<file path="config.mk">
export PLATFORM = sky130hd
export DESIGN_NAME = ysyx_25040101_exec_fsm
export DESIGN_NICKNAME = d
export VERILOG_FILES = /design/src/rtl/ysyx_25040101_exec_fsm.sv
export SDC_FILE = /design/constraint.sdc
export NUM_CORES = 1
export LEC_CHECK = 0
export BUFFER_PORTS_ARGS = -buffer_cell sky130_fd_sc_hd__buf_2
export CAP_MARGIN = 5
export CORE_MARGIN = 4
export CORE_UTILIZATION = 57
export CTS_BUF_LIST = sky130_fd_sc_hd__clkbuf_2
export DETAILED_ROUTE_END_ITERATION = 10
export GPL_TIMING_DRIVEN = 1
export PLACE_DENSITY = 0.92
export SKIP_CTS_REPAIR_TIMING = 1
export SYNTH_ARGS = -nofsm -noshare
export SYNTH_HDL_FRONTEND = slang
export SYNTH_SLANG_ARGS = --single-unit
</file>
<file path="constraint.sdc">
create_clock -name clk -period 2.7 [get_ports clk]
set_input_delay 0.27 -clock clk [delete_from_list [all_inputs] [get_ports clk]]
set_output_delay 0.27 -clock clk [all_outputs]
set_load 0.05 [all_outputs]
</file>
<file path="src/rtl/ysyx_25040101_exec_fsm.sv">
// Multi-cycle instruction sequencer: fetch handshake, decode/execute, optional
// data-memory access, gated regfile/PC writes and halt on ebreak/illegal/timeout.
module ysyx_25040101_exec_fsm #(
   parameter int unsigned TIMEOUT = 1023
) (
   input  logic        clk,
   input  logic        rst,
   output logic        ifu_req_valid_o,
   input  logic        ifu_req_ready_i,
   input  logic        ifu_resp_valid_i,
   output logic        ifu_resp_ready_o,
   output logic        ir_wen_o,
   input  logic        is_load_i,
   input  logic        is_store_i,
   input  logic        is_ebreak_i,
   input  logic        is_illegal_i,
   input  logic        rd_wen_dec_i,
   output logic        lsu_req_valid_o,
   input  logic        lsu_req_ready_i,
   input  logic        lsu_resp_valid_i,
   output logic        rd_wen_o,
   output logic        pc_wen_o,
   output logic        halt_o,
   output logic [1:0]  trap_code_o,
   output logic [31:0] cycle_cnt_o,
   output logic [31:0] instret_o
);

   typedef enum logic [2:0] {
      S_FETCH = 3'd0,
      S_IWAIT = 3'd1,
      S_EXEC  = 3'd2,
      S_MREQ  = 3'd3,
      S_MWAIT = 3'd4,
      S_HALT  = 3'd5
   } state_t;

   // The wait counter trips on the cycle whose increment would reach TIMEOUT.
   localparam logic [15:0] TMO_LAST = 16'(TIMEOUT - 32'd1);

   state_t      state_r;
   logic [15:0] tmo_cnt_r;
   logic        ld_r;
   logic        rdw_r;
   logic        halt_r;
   logic [1:0]  trap_r;
   logic [31:0] cycle_cnt_r;
   logic [31:0] instret_r;

   logic        bus_wait_s;
   logic        hs_done_s;
   logic        tmo_hit_s;
   logic        exec_mem_s;
   logic        exec_alu_s;
   logic        retire_s;

   // Bus-state classification and timeout detection.
   always_comb begin
      bus_wait_s = 1'b0;
      hs_done_s  = 1'b0;
      case (state_r)
         S_FETCH: begin bus_wait_s = 1'b1; hs_done_s = ifu_req_ready_i;  end
         S_IWAIT: begin bus_wait_s = 1'b1; hs_done_s = ifu_resp_valid_i; end
         S_MREQ:  begin bus_wait_s = 1'b1; hs_done_s = lsu_req_ready_i;  end
         S_MWAIT: begin bus_wait_s = 1'b1; hs_done_s = lsu_resp_valid_i; end
         default: begin bus_wait_s = 1'b0; hs_done_s = 1'b0;             end
      endcase
      tmo_hit_s  = bus_wait_s & ~hs_done_s & (tmo_cnt_r == TMO_LAST);
      exec_mem_s = is_load_i | is_store_i;
      exec_alu_s = ~is_illegal_i & ~is_ebreak_i & ~exec_mem_s;
   end

   // Handshake and write-enable outputs decoded from the current state.
   always_comb begin
      ifu_req_valid_o  = 1'b0;
      ifu_resp_ready_o = 1'b0;
      ir_wen_o         = 1'b0;
      lsu_req_valid_o  = 1'b0;
      rd_wen_o         = 1'b0;
      pc_wen_o         = 1'b0;
      retire_s         = 1'b0;
      case (state_r)
         S_FETCH: ifu_req_valid_o = 1'b1;
         S_IWAIT: begin
            ifu_resp_ready_o = 1'b1;
            ir_wen_o         = ifu_resp_valid_i;
         end
         S_EXEC: begin
            if (exec_alu_s) begin
               pc_wen_o = 1'b1;
               rd_wen_o = rd_wen_dec_i;
               retire_s = 1'b1;
            end else begin
               pc_wen_o = 1'b0;
               rd_wen_o = 1'b0;
               retire_s = ~is_illegal_i & is_ebreak_i;
            end
         end
         S_MREQ: lsu_req_valid_o = 1'b1;
         S_MWAIT: begin
            if (lsu_resp_valid_i) begin
               pc_wen_o = 1'b1;
               rd_wen_o = ld_r & rdw_r;
               retire_s = 1'b1;
            end else begin
               pc_wen_o = 1'b0;
               rd_wen_o = 1'b0;
               retire_s = 1'b0;
            end
         end
         default: begin
            ifu_req_valid_o = 1'b0;
            lsu_req_valid_o = 1'b0;
         end
      endcase
   end

   // Sequencer state, wait counter, trap capture and performance counters.
   always_ff @(posedge clk) begin
      if (rst) begin
         state_r     <= S_FETCH;
         tmo_cnt_r   <= 16'd0;
         ld_r        <= 1'b0;
         rdw_r       <= 1'b0;
         halt_r      <= 1'b0;
         trap_r      <= 2'b00;
         cycle_cnt_r <= 32'd0;
         instret_r   <= 32'd0;
      end else begin
         if (state_r != S_HALT) begin
            cycle_cnt_r <= cycle_cnt_r + 32'd1;
         end
         if (retire_s) begin
            instret_r <= instret_r + 32'd1;
         end
         if (tmo_hit_s) begin
            state_r   <= S_HALT;
            halt_r    <= 1'b1;
            trap_r    <= 2'b11;
            tmo_cnt_r <= 16'd0;
         end else if (bus_wait_s && !hs_done_s) begin
            tmo_cnt_r <= tmo_cnt_r + 16'd1;
         end else begin
            tmo_cnt_r <= 16'd0;
            case (state_r)
               S_FETCH: state_r <= S_IWAIT;
               S_IWAIT: state_r <= S_EXEC;
               S_EXEC: begin
                  if (is_illegal_i) begin
                     state_r <= S_HALT;
                     halt_r  <= 1'b1;
                     trap_r  <= 2'b10;
                  end else if (is_ebreak_i) begin
                     state_r <= S_HALT;
                     halt_r  <= 1'b1;
                     trap_r  <= 2'b01;
                  end else if (exec_mem_s) begin
                     ld_r    <= is_load_i;
                     rdw_r   <= rd_wen_dec_i;
                     state_r <= S_MREQ;
                  end else begin
                     state_r <= S_FETCH;
                  end
               end
               S_MREQ:  state_r <= S_MWAIT;
               S_MWAIT: state_r <= S_FETCH;
               S_HALT:  state_r <= S_HALT;
               default: state_r <= S_FETCH;
            endcase
         end
      end
   end

   assign halt_o      = halt_r;
   assign trap_code_o = trap_r;
   assign cycle_cnt_o = cycle_cnt_r;
   assign instret_o   = instret_r;

endmodule

</file>
==> metrics.csv <==
metric;value;unit
RePlAce Congestion;0.8581;
crit path time final;2.530;ns
share of layout cells above drive strength 1;23.67;%
critical path peak fanout;12;
io pins;84;
Storage cell area;0.001762;mm^2
clock slew at reported path FFs;0.22;ns
pwr/cell area;563.7;mW/mm^2
Clock Skews;0.03445;ns
Top Layer Used;met4;
Post-synth EDFFs;0;
clock share of power;24.4;%
Post-Place Cells;648;
Die H;94.76;um
fin. max-slew vios;0;
Core Region;0.007292;mm^2
critical path arrival;2.26;ns
Finished Layout Cells;665;
Design Area, Final;0.004881;mm^2
Yosys reg bits;88;
Longest Clk Path Bufs;2;
Flop pwr share;52.6;%
TritonCTS Buffers;9;
crit end category;output port;
number of distinct library cells after synthesis;50;
IO buf count;83;
fin crit share;93.70;%
Via density;5.648;
largest cells by area after synthesis;dfxtp_1 (41%), nor2_1 (6.6%), xor2_1 (6.5%);
initial antenna violation count;0;
P_int;1.773;mW
Max Fclk;395.3;MHz
final setup TNS;0;ns
DR vias;3756;
outcome;completed;
slew margin rel.;49.19;%
dpl hpwl;6.850;mm
placed cell area;0.004747;mm^2
register area share after synthesis;41.06;%
GRT Total Usage;21.54;%
syn avg cell area;8.920;um^2
count of warnings emitted by yosys;0;
area grow syn2layout;13.76;%
number of setup violations in the final report;0;
synthesized area;0.004290;mm^2
first-pass GRT wire length;15.81;mm
met3 WL;533;um
CP Class;reg2out;
switching share of power;35.56;%
dpl ws;0.5595;ns
met2 routed WL;4.752;mm
largest area contributor in the netlist;dfxtp_1;
Die Wd;94.76;um
Max VDD drop;559.8;uV
crit start category;register;
# diodes;0;
Hold/Removal Path Class;in2reg;
RSZ-0062 raised after global routing;no;
Met1 Wirelength;4.147;mm
area of the die;0.008979;mm^2
initial core utilization;58.84;%
final WL;9.473;mm
CTS root buf;clkbuf_2;
worst slew pin tran;0.7622;ns
top cell type's share of synthesized area;41.06;%
# fillers;610;
NetSw;978.4;uW
H-tree levels;3;
num rows;31;
cell count after synthesis;481;
largest net degree at the start of global routing;41;
fin nets;576;
ys flop type;dfxtp_1;
Initial DRC Count;250;
Multi-input gate area;0.002374;mm^2
vias in the first global route;3507;
async set-reset flop share out of synthesis;0;%
Final Core Density;66.94;%
clock sink count;88;
drt drc;0;
Pre-antenna DRT Iters;4;
CTS tree;yes;
CP required;2.43;ns
max-cap viol count;0;
Routed wire per std cell;14.25;um
gr ovfl total;0;
final hold vios;0;
Static Leak;1.934;nW
worst-skew pair later-pin latency;0.53;ns
Routed Antenna Nets;0;
min setup slack post-route;0.1702;ns
Post-Syn Nets;496;
Gate power share;22.9;%
## path summary, 6_finish.rpt
kind                        start              end  slack [ns]  cells after the start
hold reg to reg   cycle_cnt_o[31]  cycle_cnt_o[31]        0.50                      2
hold / removal       rd_wen_dec_i            rdw_r        0.04                      3
setup reg to reg     instret_o[0]    instret_o[30]        0.49                      6
setup / recovery       state_r[1]         rd_wen_o        0.17                      5
## power groups by stage
stage | Combinational, mW | Sequential [mW] | Clock, mW
after floorplan | 0.489 | 1.51 | 0
after global placement | 0.608 | 1.46 | 0
after detailed placement | 0.625 | 1.47 | 0
after CTS | 0.629 | 1.45 | 0.679
after global routing | 0.678 | 1.46 | 0.747
final | 0.631 | 1.45 | 0.673
## cell type report
| cell class | instances | area share [%] |
|---|---|---|
| sequential | 88 | 36.09 |
| timing repair buffer | 92 | 9.946 |
| inverter | 5 | 0.3845 |
| clock buffer | 9 | 0.9228 |
| clock inverter | 7 | 1.487 |
| multi-input combinational | 365 | 48.63 |
| tap | 99 | 2.538 |
## flip-flops by register name, indices dropped and copies added, names as in the netlist
name	cells
tmo_cnt_r	16
halt_o	1
instret_o	32
cycle_cnt_o	32
ld_r	1
rdw_r	1
trap_code_o	2
state_r	3
## cell usage after synthesis, types with 4 or more instances
| cell type | instances |
|---|---|
| a21oi_1 | 15 |
| and3_1 | 14 |
| nand3_1 | 22 |
| xnor2_1 | 30 |
| nor3_1 | 13 |
| and2_1 | 7 |
| or3_1 | 14 |
| xor2_1 | 32 |
| dfxtp_1 | 88 |
| and4_1 | 15 |
| mux2i_1 | 4 |
| nand2_1 | 27 |
| nor4_1 | 7 |
| ha_1 | 4 |
| nor2_4 | 8 |
| nor2_1 | 75 |
| nor4_2 | 5 |
| buf_2 | 8 |
| inv_1 | 5 |
| clkbuf_1 | 9 |
| nand4_1 | 24 |
| o21ai_0 | 13 |
## metrics by stage
step / hold slack, ns / total power, mW
4_1_cts: -0.01586 / 2.753
3_5_place_dp: 0.4727 / 2.095
2_1_floorplan: 0.3825 / 2.002
5_1_grt: 0.01143 / 2.886
6_report: 0.03512 / 2.752
3_3_place_gp: 0.4602 / 2.073
## cell usage in the layout, fill, tap and decap left out, types with 7 or more instances in the layout
| master | instances |
|---|---|
| a21oi_1 | 15 |
| nor3_1 | 13 |
| nand3_1 | 22 |
| xnor2_1 | 30 |
| nor2_1 | 75 |
| buf_2 | 83 |
| or3_1 | 14 |
| and3_1 | 14 |
| nand4_1 | 24 |
| o21ai_0 | 13 |
| and2_1 | 7 |
| nand2_1 | 27 |
| and4_1 | 15 |
| buf_4 | 8 |
| nor2_4 | 8 |
| clkbuf_2 | 9 |
| dfxtp_1 | 88 |
| xor2_1 | 32 |
## metal layers
metal | vias to the layer above | global-route usage [%]
li1 | 1850 | -
met1 | 1781 | 27.14
met2 | 121 | 36.58
met3 | 4 | 5.100
met4 | 0 | 6.250
met5 | - | 0
## worst max-delay path, stage by stage (launching register included)
cell      delay [ns]
dfxtp_1         0.59
nand2b_1        0.18
nor4_2          0.33
and2_1          0.22
a32o_1          0.15
buf_2           0.27
## logic make-up after synthesis
family | count (synthesis) | synth area share [%]
flip-flops | 88 | 41.06
AO/OA/AOI/OAI | 40 | 6.037
buffers and inverters | 28 | 3.762
multiplexers | 7 | 1.721
adder cells (fa/ha/maj) | 4 | 1.167
XOR/XNOR | 62 | 12.66
AND/OR/NAND/NOR | 252 | 33.60
Power figures use the tool's default switching activity.
